### src/rtl/siteswap_scheduler.sv
// siteswap_scheduler
//
// Turns a latched siteswap pattern into a stream of throws. Each new_beat
// reads the next pattern entry, decides which ball leaves which hand at what
// height, and keeps per-ball flight bookkeeping for the renderer.
//
// Ports
//   clk_in            system clock
//   rst_in            synchronous active-high reset
//   new_beat          single-cycle beat strobe
//   pattern_in        throw heights, entry 0 in bits [2:0]
//   pattern_length    number of valid entries (1..7)
//   num_balls_in      ball count
//   pattern_valid_in  level; a rising edge loads pattern/length/ball count
//   throw_valid_out   one-cycle pulse on a beat that produced a throw
//   throw_ball_out    id of the thrown ball
//   throw_height_out  height of the throw
//   throw_hand_out    throwing hand (0 = right, 1 = left)
//   ball_active_out   per ball: has been introduced
//   ball_height_out   per ball: height of its current flight
//   ball_elapsed_out  per ball: beats since its last throw (saturates at 7)
//   ball_hand_out     per ball: hand that threw it
//   running_out       high while processing beats
//   error_out         high after an invalid load or an impossible beat
//
// state  | meaning
// -------+------------------------------------------------------------
// IDLE   | nothing loaded since reset; beats ignored
// RUN    | pattern loaded; every new_beat advances the juggle
// ERROR  | bad load, collision, starvation or a landing on a 0 beat;
//        | outputs frozen until the next load or reset

module siteswap_scheduler #(
    parameter int MAX_LEN    = 7,
    parameter int MAX_BALLS  = 7,
    parameter int MAX_HEIGHT = 7
) (
    input  logic                          clk_in,
    input  logic                          rst_in,
    input  logic                          new_beat,
    input  logic [MAX_LEN-1:0][2:0]       pattern_in,
    input  logic [2:0]                    pattern_length,
    input  logic [2:0]                    num_balls_in,
    input  logic                          pattern_valid_in,
    output logic                          throw_valid_out,
    output logic [2:0]                    throw_ball_out,
    output logic [2:0]                    throw_height_out,
    output logic                          throw_hand_out,
    output logic [MAX_BALLS-1:0]          ball_active_out,
    output logic [MAX_BALLS-1:0][2:0]     ball_height_out,
    output logic [MAX_BALLS-1:0][2:0]     ball_elapsed_out,
    output logic [MAX_BALLS-1:0]          ball_hand_out,
    output logic                          running_out,
    output logic                          error_out
);

    typedef enum logic [1:0] {
        ST_IDLE  = 2'd0,
        ST_RUN   = 2'd1,
        ST_ERROR = 2'd2
    } state_t;

    state_t state_q, state_d;

    logic                        pv_q;
    logic                        load;

    logic [MAX_LEN-1:0][2:0]     pat_q, pat_d;
    logic [2:0]                  len_q, len_d;
    logic [2:0]                  nb_q, nb_d;

    // Landing queue: slot k holds the ball that comes down k beats from now.
    logic [MAX_HEIGHT:0]         q_vld_q, q_vld_d;
    logic [MAX_HEIGHT:0][2:0]    q_id_q, q_id_d;

    logic [2:0]                  idx_q, idx_d;
    logic                        parity_q, parity_d;
    logic [2:0]                  launched_q, launched_d;

    logic                        tv_q, tv_d;
    logic [2:0]                  tb_q, tb_d;
    logic [2:0]                  th_q, th_d;
    logic                        thd_q, thd_d;

    logic [MAX_BALLS-1:0]        act_q, act_d;
    logic [MAX_BALLS-1:0][2:0]   bh_q, bh_d;
    logic [MAX_BALLS-1:0][2:0]   be_q, be_d;
    logic [MAX_BALLS-1:0]        bhd_q, bhd_d;

    logic [2:0]                  h;
    logic                        landing;
    logic                        collide;
    logic                        starve;
    logic                        beat_err;
    logic [2:0]                  ball_sel;

    // Only a low-to-high transition of the level loads a pattern.
    assign load = pattern_valid_in & ~pv_q;

    assign h        = pat_q[idx_q];
    assign landing  = q_vld_q[0];
    assign collide  = (h != 3'd0) && q_vld_q[h];
    assign starve   = (h != 3'd0) && !landing && (launched_q == nb_q);
    assign beat_err = ((h == 3'd0) && landing) || starve || collide;

    always_comb begin
        state_d    = state_q;
        pat_d      = pat_q;
        len_d      = len_q;
        nb_d       = nb_q;
        q_vld_d    = q_vld_q;
        q_id_d     = q_id_q;
        idx_d      = idx_q;
        parity_d   = parity_q;
        launched_d = launched_q;
        tv_d       = 1'b0;
        tb_d       = tb_q;
        th_d       = th_q;
        thd_d      = thd_q;
        act_d      = act_q;
        bh_d       = bh_q;
        be_d       = be_q;
        bhd_d      = bhd_q;
        ball_sel   = landing ? q_id_q[0] : launched_q;

        if (load) begin
            // A load wins over a coincident beat; that beat is simply lost.
            pat_d      = pattern_in;
            len_d      = pattern_length;
            nb_d       = num_balls_in;
            q_vld_d    = '0;
            q_id_d     = '0;
            idx_d      = 3'd0;
            parity_d   = 1'b0;
            launched_d = 3'd0;
            tb_d       = 3'd0;
            th_d       = 3'd0;
            thd_d      = 1'b0;
            act_d      = '0;
            bh_d       = '0;
            be_d       = '0;
            bhd_d      = '0;
            if ((pattern_length == 3'd0) || (num_balls_in == 3'd0)) begin
                state_d = ST_ERROR;
            end else begin
                state_d = ST_RUN;
            end
        end else begin
            case (state_q)
                ST_RUN: begin
                    if (new_beat) begin
                        if (beat_err) begin
                            // Freeze everything; only the state moves.
                            state_d = ST_ERROR;
                        end else begin
                            for (int k = 0; k < MAX_HEIGHT; k++) begin
                                q_vld_d[k] = q_vld_q[k+1];
                                q_id_d[k]  = q_id_q[k+1];
                            end
                            q_vld_d[MAX_HEIGHT] = 1'b0;
                            q_id_d[MAX_HEIGHT]  = 3'd0;

                            for (int b = 0; b < MAX_BALLS; b++) begin
                                if (act_q[b] && (be_q[b] != 3'd7)) begin
                                    be_d[b] = be_q[b] + 3'd1;
                                end
                            end

                            if (h != 3'd0) begin
                                if (!landing) begin
                                    launched_d = launched_q + 3'd1;
                                end
                                // Slot h before the shift is slot h-1 after it.
                                q_vld_d[h - 3'd1] = 1'b1;
                                q_id_d[h - 3'd1]  = ball_sel;
                                act_d[ball_sel]   = 1'b1;
                                bh_d[ball_sel]    = h;
                                be_d[ball_sel]    = 3'd0;
                                bhd_d[ball_sel]   = parity_q;
                                tv_d              = 1'b1;
                                tb_d              = ball_sel;
                                th_d              = h;
                                thd_d             = parity_q;
                            end

                            parity_d = ~parity_q;
                            idx_d    = (idx_q + 3'd1 == len_q) ? 3'd0 : idx_q + 3'd1;
                        end
                    end
                end
                ST_ERROR: begin
                    state_d = ST_ERROR;
                end
                default: begin
                    state_d = ST_IDLE;
                end
            endcase
        end
    end

    always_ff @(posedge clk_in) begin
        if (rst_in) begin
            // Track the input through reset so a level still high afterwards
            // is not mistaken for a fresh rising edge.
            pv_q       <= pattern_valid_in;
            state_q    <= ST_IDLE;
            pat_q      <= '0;
            len_q      <= 3'd0;
            nb_q       <= 3'd0;
            q_vld_q    <= '0;
            q_id_q     <= '0;
            idx_q      <= 3'd0;
            parity_q   <= 1'b0;
            launched_q <= 3'd0;
            tv_q       <= 1'b0;
            tb_q       <= 3'd0;
            th_q       <= 3'd0;
            thd_q      <= 1'b0;
            act_q      <= '0;
            bh_q       <= '0;
            be_q       <= '0;
            bhd_q      <= '0;
        end else begin
            pv_q       <= pattern_valid_in;
            state_q    <= state_d;
            pat_q      <= pat_d;
            len_q      <= len_d;
            nb_q       <= nb_d;
            q_vld_q    <= q_vld_d;
            q_id_q     <= q_id_d;
            idx_q      <= idx_d;
            parity_q   <= parity_d;
            launched_q <= launched_d;
            tv_q       <= tv_d;
            tb_q       <= tb_d;
            th_q       <= th_d;
            thd_q      <= thd_d;
            act_q      <= act_d;
            bh_q       <= bh_d;
            be_q       <= be_d;
            bhd_q      <= bhd_d;
        end
    end

    assign throw_valid_out  = tv_q;
    assign throw_ball_out   = tb_q;
    assign throw_height_out = th_q;
    assign throw_hand_out   = thd_q;
    assign ball_active_out  = act_q;
    assign ball_height_out  = bh_q;
    assign ball_elapsed_out = be_q;
    assign ball_hand_out    = bhd_q;
    assign running_out      = (state_q == ST_RUN);
    assign error_out        = (state_q == ST_ERROR);

endmodule

### config.mk
export PLATFORM = sky130hd
export DESIGN_NAME = siteswap_scheduler
export DESIGN_NICKNAME = d
export VERILOG_FILES = /design/src/rtl/siteswap_scheduler.sv
export SDC_FILE = /design/constraint.sdc
export NUM_CORES = 1
export LEC_CHECK = 0
export CORE_MARGIN = 3
export CORE_UTILIZATION = 40
export CTS_CLUSTER_SIZE = 10
export DETAILED_ROUTE_END_ITERATION = 10
export PLACE_DENSITY = 0.62
export SLEW_MARGIN = 10
export SYNTH_ARGS = -nofsm -noshare
export SYNTH_HDL_FRONTEND = slang
export SYNTH_SLANG_ARGS = --single-unit
### constraint.sdc
create_clock -name clk_in -period 3 [get_ports clk_in]
set_input_delay 0.6 -clock clk_in [delete_from_list [all_inputs] [get_ports clk_in]]
set_output_delay 0.6 -clock clk_in [all_outputs]
set_load 0.005 [all_outputs]
==> flow_metrics.py, run 1 <==
metrics = {
    "outcome": {
        "status": "finished, final reports clean",
    },
    "cts": {
        "clk_pin_slew_ps": 60,
        "cts_tree": "done",
        "cts_buffer_depth": 2,
        "cts_max_level": 4,
        "insertion_delay_ps": 420,
        "clkSinkCount": 133,
        "cts_buffers": 17,
        "cts-root-buf": "clkbuf_16",
        "cts_hold_buf": 0,
    },
    "layout": {
        "fill_cells": 1466,
        "n_antenna_cell": 0,
        "drive_above_1_share": 0.170,
        "layout.nets": 884,
        "instances_no_fill": 1061,
        "finish.instance_area_sq_um": 8820,
        "areaGrowthSynthToFinish_pct": 33.6,
    },
    "timing": {
        "fin_crit_sh": 0.960,
        "drv_slew": 0,
        "fmax_mhz": 347,
        "fin_crit_ps": 2880,
        "setup_viol": 0,
        "worst_pin_slew_ps": 571,
        "clock_skew_ps": 9.96,
        "finalHoldViolCount": 0,
        "slew_headroom": 0.619,
    },
    "power_and_ir_drop": {
        "clockPowerShare": 0.489,
        "power_w": 0.00432,
        "seq_power_share": 0.416,
        "swShare": 0.247,
        "p_int_w": 0.00325,
        "leakagePower_nw": 3.43,
        "powerDensity_nw_per_um2": 490,
        "p_switching_w": 0.00107,
        "p_comb_frac": 0.094,
        "ir_drop_uv": 461,
    },
    "synthesis": {
        "yosys_warnings": 0,
        "synth_seq_cells": 133,
        "async_reset_ff_frac": 0,
        "synth_edf_count": 0,
        "synth_top_cell_by_area": "dfxtp_1",
        "ys_seq_area_frac": 0.403,
        "syn_nets": 777,
        "syn_area_per_cell_sq_um": 9.10,
        "netlist_instances": 725,
        "synthTopCellsByArea": "dfxtp_1 (40%), mux2i_1 (13%), nand2_1 (7.5%)",
        "synth_ff_type": "dfxtp_1",
        "synth_top_cell_area_share": 0.403,
        "yosysUniqueCellTypes": 58,
        "syn-cell-area_sq_um": 6600,
    },
    "global_routing": {
        "grt_pass1_vias": 5813,
        "grt_pass1_wl_um": 29500,
        "grt_max_degree": 67,
        "antenna_found_initial": 0,
        "overflow": 0,
        "grt_usage": 0.201,
    },
    "floorplan": {
        "die_height_um": 134,
        "die_x_um": 134,
        "die-area_sq_um": 18100,
        "rows": 46,
        "start_util": 0.412,
        "io_pins": 97,
        "core_sq_um": 16000,
    },
    "critical_path": {
        "critPathBufInv": 3,
        "crit_path_top_delay_cell": "or3_4",
        "critPathTopFamily": "compound AO/OA/AOI/OAI gates",
        "cp_max_fo": 8,
        "critPathKind": "reg -> reg",
        "endpoint_kind": "flop",
        "crit_top_cell": "ha_2",
        "cp_data_required_time_ps": 3370,
        "worstPathArrival_ps": 3250,
        "worstPathCellList": "buf_8, mux2i_4, a22o_1, nor2_4, inv_2, ha_2, ha_2, buf_4, nand2b_1, or3_4, mux2i_1, a2111oi_1, a31o_1",
        "max_stage_delay_ps": 400,
        "critPathLaunchType": "flop",
    },
    "placed_design": {
        "dpl-instance-area_sq_um": 7970,
        "gp_congestion": 0.857,
        "port_buffers": 96,
        "place_inst": 1021,
        "hpwl_um": 12700,
    },
    "detailed_routing": {
        "drcViolationCount": 0,
        "wire_per_inst_um": 17.4,
        "drtAntennaViolNets": 0,
        "drt-total-wl_um": 18500,
        "drt_iter0_markers": 291,
        "via_count": 5899,
        "via_per_inst": 5.56,
        "first_pass_iters": 4,
    },
    "min_path": {
        "hold_path_class": "reg -> reg",
    },
    "run": {
        "max-cap-violations": 0,
    },
}
==> metrics by stage <==
stage | utilization | worst slack, ps | TNS, ps | hold WS, ps
global route | 0.551 | -20.6 | -54.4 | 467
detailed placement | 0.498 | -90.2 | -1750 | 448
global placement | 0.498 | 10.3 | 0 | 444
floorplan | - | -10.2 | -20.5 | 433
CTS | 0.537 | 1.20 | 0 | 456
finish | 0.551 | 119 | 0 | 456
==> layout by cell type, fill, tap and decap left out, drive strengths merged, types with 5 or more instances in the layout <==
master / count
or3: 6
nor2b: 11
a211oi: 14
mux2i: 84
a21o: 5
buf: 49
clkdlybuf4s50: 96
a31oi: 17
clkbuf: 23
clkinvlp: 5
a31o: 22
nor2: 12
a21oi: 51
a2111oi: 21
inv: 20
nand3b: 5
xnor2: 5
o2111ai: 13
o21a: 8
nor3: 8
nand3: 19
nand2: 131
a21boi: 7
dfxtp: 133
nand4: 5
ha: 21
o21ai: 18
==> flip-flops by register name (all words and copies together) (netlist names) <==
signal / cells
len_q: 3
launched_q: 3
q_id_q: 24
idx_q: 3
throw_ball_out: 3
ball_elapsed_out: 21
nb_q: 3
ball_height_out: 21
pat_q: 21
throw_height_out: 3
throw_valid_out: 1
pv_q: 1
ball_hand_out: 7
throw_hand_out: 1
parity_q: 1
state_q: 2
ball_active_out: 7
q_vld_q: 8
==> worst min-delay path, cell delays in order (launching register included) <==
cell and delay (ps):
dfxtp_1 310, nand2_1 50, a21oi_1 50
==> power by group through the flow <==
stage / sequential (W) / combinational, W / clock [W]
floorplan: 0.00183 / 0.000228 / 0
global placement: 0.00184 / 0.000379 / 0
detailed placement: 0.00184 / 0.000384 / 0
CTS: 0.00180 / 0.000388 / 0.00215
global route: 0.00180 / 0.000439 / 0.00222
finish: 0.00180 / 0.000407 / 0.00212
==> final timing paths <==
check / start / endpoint / slack [ps] / cells after the start
min reg2reg: pat_q[13]$_SDFFE_PP0P_ / pat_q[13]$_SDFFE_PP0P_ / 460 / 2
min: pat_q[13]$_SDFFE_PP0P_ / pat_q[13]$_SDFFE_PP0P_ / 460 / 2
max: idx_q[0]$_SDFFE_PP0P_ / q_id_q[7]$_SDFFE_PP0P_ / 120 / 13
max reg2reg: idx_q[0]$_SDFFE_PP0P_ / q_id_q[7]$_SDFFE_PP0P_ / 120 / 13
==> routing by layer <==
layer,routed length (um),global-route usage,up-vias
met4,299,0.0667,0
met3,849,0.0410,29
met1,8020,0.250,2854
li1,-,-,2856
met5,0,0,-
met2,9290,0.348,160
==> Yosys cell counts, drive strengths merged (3+ instances only) <==
master	count
o21ai	18
mux2i	84
a31o	22
a2111oi	21
a31oi	17
clkbuf	41
nor3	8
nand4	5
a21boi	7
a21oi	51
o22ai	3
buf	17
nor2b	11
nor3b	3
or3	6
ha	21
dfxtp	133
nand2	131
inv	18
a211oi	14
nand3	19
xnor2	5
nor2	12
o21a	8
a21o	5
o2111ai	13
nand3b	5
mux2	3
==> logic make-up after synthesis <==
family / count (synthesis) / synth area share
AO/OA/AOI/OAI: 188 / 0.213
flip-flops: 133 / 0.403
XOR/XNOR: 7 / 0.00929
AND/OR/NAND/NOR: 210 / 0.144
multiplexers: 89 / 0.139
buffers and inverters: 77 / 0.0518
adder cells (fa/ha/maj): 21 / 0.0398
==> final cells by class <==
type                       count  area (sq um)  area share
clock buffer                  22           484      0.0549
inverter                      19          72.6     0.00823
timing repair buffer         146          1440       0.163
sequential                   133          2670       0.303
tap                          216           270      0.0307
clock inverter                10           120      0.0136
multi-input combinational    515          3760       0.426
==> what timing repair did <==
item / in CTS / in global routing
cloned: 0 / 1
pin swaps: 1 / 10
hold endpoints to repair: 0 / 0
gates resized for setup: 6 / 41
buffers inserted: 1 / 6
endpoints found under the setup margin: 54 / 75
Power figures use the tool's default switching activity.
==> inputs of run 2 (changes only) <==
--- a/config.mk
+++ b/config.mk
@@ -6,10 +6,10 @@
 export NUM_CORES = 1
 export LEC_CHECK = 0
 export CORE_MARGIN = 3
-export CORE_UTILIZATION = 40
+export CORE_UTILIZATION = 35
+export CTS_BUF_LIST = sky130_fd_sc_hd__clkbuf_4 sky130_fd_sc_hd__clkbuf_8
 export CTS_CLUSTER_SIZE = 10
 export DETAILED_ROUTE_END_ITERATION = 10
-export PLACE_DENSITY = 0.62
 export SLEW_MARGIN = 10
 export SYNTH_ARGS = -nofsm -noshare
 export SYNTH_HDL_FRONTEND = slang
==> run 2 against run 1 <==
  * Design area is 1.2% lower
  * Via count is 2.0% lower
  * Global-route usage is 2.8 points lower
  * Critical path depth is 1 higher
  * Register-to-register slack hardly changed
  * Critical path type unchanged
  * Largest cell class unchanged
  * Clock skew is 1.8 ps lower
  * Die area is 14% higher
  * Setup slack better by 10 ps
  * Final cell count is 1.6% higher
  * Hold slack hardly changed
==> flow_metrics.py, run 2 (same netlist as run 1, synthesis figures left out) <==
metrics = {
    "critical_path": {
        "max_stage_delay_ps": 510,
        "endpoint_kind": "flop",
        "crit_path_top_delay_cell": "mux4_2",
        "critPathLaunchType": "flop",
        "cp_data_required_time_ps": 3310,
        "worstPathCellList": "mux4_2, nor2_2, a21oi_2, clkinv_2, ha_4, ha_4, nor3_2, a32o_2, buf_4, nor2_4, clkbuf_16, nand3_1, a21o_1, mux2i_1",
        "r2r-end": "ball_hand_out[4]$_SDFFE_PP0P_",
        "cp_max_fo": 6,
        "critPathKind": "reg -> reg",
        "rrSetupSlack_ps": 130,
        "rr_startpoint": "idx_q[0]$_SDFFE_PP0P_",
        "crit_top_cell": "ha_4",
        "critPathBufInv": 3,
        "worstPathArrival_ps": 3190,
        "critPathTopFamily": "multiplexers",
        "ff2ff_path_depth": 14,
    },
    "placed_design": {
        "gp_congestion": 0.826,
        "port_buffers": 96,
        "dp_worst_setup_slack_ps": -94.6,
        "place_inst": 1044,
        "hpwl_um": 12300,
    },
    "layout": {
        "post-route-util": 0.477,
        "largest_register_ffs": 24,
        "layout.nets": 888,
        "drive_above_1_share": 0.173,
        "final_common_cell": "dfxtp_1",
        "final_cell_mix": "dfxtp_1 (131), nand2_1 (130), clkdlybuf4s50_1 (96)",
        "instances_no_fill": 1078,
        "fill_cells": 1746,
        "top_register": "q_id_q",
        "areaGrowthSynthToFinish_pct": 32.0,
        "n_antenna_cell": 0,
    },
    "detailed_routing": {
        "drt_iter0_markers": 322,
        "first_pass_iters": 7,
        "wl_met3_um": 923,
        "drt-total-wl_um": 17700,
        "topRoutingLayerUsed": "met4",
        "wl_met1_um": 8360,
        "met2RoutedLength_um": 8230,
        "drtAntennaViolNets": 0,
        "drcViolationCount": 0,
        "wire_per_inst_um": 16.4,
        "via_count": 5779,
        "via_per_inst": 5.36,
    },
    "timing": {
        "fmax_mhz": 348,
        "fin_crit_sh": 0.957,
        "drv_slew": 0,
        "clock_skew_ps": 8.15,
        "fin_crit_ps": 2870,
        "worst_pin_slew_ps": 598,
        "setup_viol": 0,
        "setup_ws_ps": 129,
        "rsz0062_at_grt": "true",
        "finalHoldViolCount": 0,
        "slew_headroom": 0.601,
        "whs_ps": 456,
    },
    "min_path": {
        "hold_path_class": "reg -> reg",
        "worstHoldEndpoint": "pat_q[2]$_SDFFE_PP0P_",
        "holdPathStages": 2,
        "hold_start": "pat_q[2]$_SDFFE_PP0P_",
    },
    "cts": {
        "cts_hold_buf": 0,
        "cts_buffer_depth": 2,
        "cts_buffers": 17,
        "insertion_delay_ps": 440,
        "clkSinkCount": 133,
        "cts-root-buf": "clkbuf_8",
        "clk_pin_slew_ps": 80,
        "cts_max_level": 4,
        "cts_tree": "done",
    },
    "global_routing": {
        "grt_usage": 0.173,
        "antenna_found_initial": 0,
        "grt_max_degree": 34,
        "grt_pass1_wl_um": 28700,
        "grt_pass1_vias": 5561,
        "overflow": 0,
    },
    "power_and_ir_drop": {
        "leakagePower_nw": 3.40,
        "power_w": 0.00385,
        "ir_drop_uv": 262,
        "powerDensity_nw_per_um2": 442,
    },
    "floorplan": {
        "die_height_um": 143,
        "core_sq_um": 18300,
        "start_util": 0.361,
        "rows": 49,
        "io_pins": 97,
        "die-area_sq_um": 20500,
        "die_x_um": 143,
    },
    "run": {
        "max-cap-violations": 0,
    },
    "outcome": {
        "status": "finished, final reports clean",
    },
}
## run 2: changes by cell type in the layout (fill, tap and decap cells not counted), sizes merged
cell	previous run	this run
inv	20	18
clkinv	2	5
bufinv	2	3
clkbuf	23	25
clkinvlp	5	1
buf	49	53
## run 2: timing repair
item,in CTS,in global routing
cloned,0,1
resized for setup,4,34
pin swaps,0,6
endpoints found under the setup margin,54,79
setup buffers,0,1
## run 2: power breakdown
part / leakage, nW / internal [W] / total (W) / switching [W]
Clock: 0.223 / 0.000936 / 0.00163 / 0.000693
Combinational: 2.10 / 0.000168 / 0.000426 / 0.000259
Sequential: 1.08 / 0.00178 / 0.00180 / 0.0000136
## run 2: layout make-up
class,instances,area [sq um],area share
flip-flops and latches,133,2670,0.306
clock buffers,24,312,0.0358
repair buffers,150,1490,0.171
clock inverters,8,121,0.0139
inverters,19,72.6,0.00833
multi-input cells,515,3760,0.431
well taps,229,287,0.0329
## run 2: worst max-delay path by stage
stage	startpoint	endpoint	slack, ps	depth (start not counted)
floorplan	idx_q[0]$_SDFFE_PP0P_	q_id_q[6]$_SDFFE_PP0P_	-10	13
global placement	idx_q[1]$_SDFFE_PP0P_	ball_elapsed_out[5]$_SDFFE_PP0P_	-90	14
detailed placement	idx_q[0]$_SDFFE_PP0P_	ball_elapsed_out[5]$_SDFFE_PP0P_	-90	14
CTS	idx_q[0]$_SDFFE_PP0P_	q_id_q[19]$_SDFFE_PP0P_	9	12
global route	idx_q[0]$_SDFFE_PP0P_	ball_hand_out[0]$_SDFFE_PP0P_	-10	14
finish	idx_q[0]$_SDFFE_PP0P_	ball_hand_out[4]$_SDFFE_PP0P_	130	14
## run 2: metrics by stage
step | setup TNS (ps) | cell area, sq um
detailed placement | -1180 | 8100
finish | 0 | 8710
floorplan | -20.5 | 6610
CTS | 0 | 8540
global placement | -357 | 8100
global route | -29.6 | 8710
## run 2: worst register-to-register path: stages (launching register included)
cell and delay, ps:
dfxtp_4 400, mux4_2 510, nor2_2 130, a21oi_2 50
clkinv_2 60, ha_4 140, ha_4 140, nor3_2 40
a32o_2 260, buf_4 150, nor2_4 160, clkbuf_16 180
nand3_1 110, a21o_1 270, mux2i_1 140
## run 2: per-layer routing
metal	vias to the layer above	GRT usage
met1	2758	0.237
met3	11	0.0436
li1	2877	-
met4	0	0.0451
met2	133	0.273
met5	-	0
==> inputs of run 3 (changes only) <==
--- a/config.mk
+++ b/config.mk
@@ -6,10 +6,11 @@
 export NUM_CORES = 1
 export LEC_CHECK = 0
 export CORE_MARGIN = 3
-export CORE_UTILIZATION = 35
+export CORE_UTILIZATION = 51
 export CTS_BUF_LIST = sky130_fd_sc_hd__clkbuf_4 sky130_fd_sc_hd__clkbuf_8
 export CTS_CLUSTER_SIZE = 10
 export DETAILED_ROUTE_END_ITERATION = 10
+export PLACE_DENSITY = 0.79
 export SLEW_MARGIN = 10
 export SYNTH_ARGS = -nofsm -noshare
 export SYNTH_HDL_FRONTEND = slang
==> run 3 against run 2 <==
  * Final cell count shrank 6.3%
  * Clock-buffer cell count shrank 5
  * Clock skew is 3.8 ps higher
  * First-iteration DRC count grew 69%
  * Clock power grew 12%
  * Critical path type unchanged
  * Highest routed layer unchanged
==> flow_metrics.py, run 3 (same netlist as run 1, synthesis figures left out) <==
metrics = {
    "timing": {
        "finalHoldViolCount": 0,
        "worst_pin_slew_ps": 606,
        "drv_slew": 0,
        "fin_crit_sh": 0.971,
        "rsz0062_at_grt": "true",
        "fin_crit_ps": 2910,
        "fmax_mhz": 343,
        "clock_skew_ps": 12.0,
        "setup_viol": 0,
        "slew_headroom": 0.593,
    },
    "critical_path": {
        "worstPathCellList": "buf_6, mux4_2, nor2_2, a21oi_2, inv_2, ha_4, nor3_1, a32o_2, buf_4, nor2_4, clkbuf_16, nand3_1, a21oi_1, o21a_1",
        "worstPathArrival_ps": 3320,
        "critPathKind": "reg -> reg",
        "ff2ff_path_depth": 14,
        "critPathLaunchType": "flop",
        "rr_startpoint": "idx_q[0]$_SDFFE_PP0P_",
        "max_stage_delay_ps": 510,
        "crit_path_top_delay_cell": "mux4_2",
        "rrSetupSlack_ps": 90,
        "cp_data_required_time_ps": 3410,
        "r2r-end": "ball_active_out[1]$_SDFFE_PP0P_",
        "cp_max_fo": 8,
        "endpoint_kind": "flop",
    },
    "detailed_routing": {
        "via_count": 6009,
        "via_per_inst": 5.95,
        "drtAntennaViolNets": 0,
        "drcViolationCount": 0,
        "wire_per_inst_um": 17.8,
        "drt-total-wl_um": 18000,
        "first_pass_iters": 5,
        "drt_iter0_markers": 545,
    },
    "power_and_ir_drop": {
        "powerDensity_nw_per_um2": 468,
        "seq_power_share": 0.445,
        "leakagePower_nw": 3.38,
        "ir_drop_uv": 382,
        "clockPowerShare": 0.452,
        "p_comb_frac": 0.103,
        "p_switching_w": 0.000995,
        "p_int_w": 0.00305,
        "power_w": 0.00404,
        "swShare": 0.246,
    },
    "cts": {
        "cts_tree": "done",
        "cts_max_level": 4,
        "clkSinkCount": 133,
        "cts_hold_buf": 0,
        "cts_buffer_depth": 2,
        "cts-root-buf": "clkbuf_8",
        "cts_buffers": 17,
        "clk_pin_slew_ps": 80,
        "insertion_delay_ps": 460,
    },
    "outcome": {
        "status": "finished, final reports clean",
    },
    "global_routing": {
        "overflow": 0,
        "grt_max_degree": 86,
        "grt_pass1_wl_um": 28500,
        "antenna_found_initial": 0,
        "grt_pass1_vias": 5819,
        "grt_usage": 0.245,
    },
    "floorplan": {
        "core_sq_um": 12300,
        "die_x_um": 120,
        "rows": 40,
        "start_util": 0.536,
        "die_height_um": 120,
        "die-area_sq_um": 14300,
        "io_pins": 97,
    },
    "layout": {
        "areaGrowthSynthToFinish_pct": 30.9,
        "top_register": "q_id_q",
        "n_antenna_cell": 0,
        "largest_register_ffs": 24,
        "layout.nets": 881,
        "final_cell_mix": "nand2_1 (131), dfxtp_1 (131), clkdlybuf4s50_1 (96)",
        "drive_above_1_share": 0.162,
        "instances_no_fill": 1010,
    },
    "min_path": {
        "holdPathStages": 2,
        "hold_start": "pat_q[2]$_SDFFE_PP0P_",
        "worstHoldEndpoint": "pat_q[2]$_SDFFE_PP0P_",
        "hold_path_class": "reg -> reg",
    },
    "placed_design": {
        "hpwl_um": 12300,
        "port_buffers": 96,
        "place_inst": 974,
        "gp_congestion": 0.880,
    },
    "run": {
        "max-cap-violations": 0,
    },
}
## run 3: cell count changes in the layout (fill, tap and decap cells not counted), sizes merged
cell    before  now
bufinv       3    6
clkinv       5    7
o21ai       18   19
clkbuf      25   21
buf         53   44
## run 3: worst max-delay path: cells and delay by family (launching register included)
kind / cells / cell delay, ps
buffers and inverters: 4 / 550
AND/OR/NAND/NOR: 4 / 410
flip-flops: 1 / 400
AO/OA/AOI/OAI: 4 / 860
adder cells (fa/ha/maj): 1 / 130
multiplexers: 1 / 510
## run 3: worst max path at each step
stage	from	end	cells past startpoint
detailed placement	idx_q[0]$_SDFFE_PP0P_	q_id_q[19]$_SDFFE_PP0P_	12
global placement	idx_q[1]$_SDFFE_PP0P_	ball_elapsed_out[10]$_SDFFE_PP0P_	14
finish	idx_q[0]$_SDFFE_PP0P_	ball_active_out[1]$_SDFFE_PP0P_	14
floorplan	idx_q[0]$_SDFFE_PP0P_	q_id_q[6]$_SDFFE_PP0P_	13
global route	idx_q[0]$_SDFFE_PP0P_	ball_elapsed_out[10]$_SDFFE_PP0P_	15
CTS	idx_q[0]$_SDFFE_PP0P_	q_id_q[3]$_SDFFE_PP0P_	12
## run 3: repair_timing
item / in CTS / in global routing
setup buffers: 0 / 1
cloned: 1 / 2
pin swaps: 0 / 5
gates resized for setup: 6 / 33
endpoints found under the setup margin: 85 / 91
## run 3: power by group through the flow
| stage | logic (W) | clock network, W | registers (W) |
|---|---|---|---|
| finish | 0.000415 | 0.00183 | 0.00180 |
| global placement | 0.000373 | 0 | 0.00184 |
| detailed placement | 0.000384 | 0 | 0.00184 |
| floorplan | 0.000228 | 0 | 0.00183 |
| global route | 0.000442 | 0.00192 | 0.00180 |
| CTS | 0.000389 | 0.00184 | 0.00180 |
## run 3: layout make-up
type | instances | area (sq um)
inverter | 19 | 72.6
tap | 168 | 210
fill | 969 | 3670
clock buffer | 19 | 255
multi-input combinational | 516 | 3740
clock inverter | 13 | 229
timing repair buffer | 142 | 1460
sequential | 133 | 2670
## run 3: metal layers
| metal | GRT usage | vias to the layer above | routed length, um |
|---|---|---|---|
| met5 | 0 | - | 0 |
| met4 | 0.0895 | 0 | 357 |
| met3 | 0.0584 | 39 | 904 |
| met2 | 0.424 | 194 | 9110 |
| met1 | 0.296 | 2927 | 7630 |
| li1 | - | 2849 | - |
## run 3: metrics by stage
stage	setup TNS [ps]	cell area, sq um	setup slack [ps]	hold WS [ps]	util
finish	0	8640	87.2	462	0.702
detailed placement	-4910	7950	-158	449	0.646
CTS	0	8450	17.4	459	0.687
floorplan	-20.5	6610	-10.2	433	-
global placement	0	7950	7.83	447	0.646
global route	-135	8640	-23.1	476	0.702
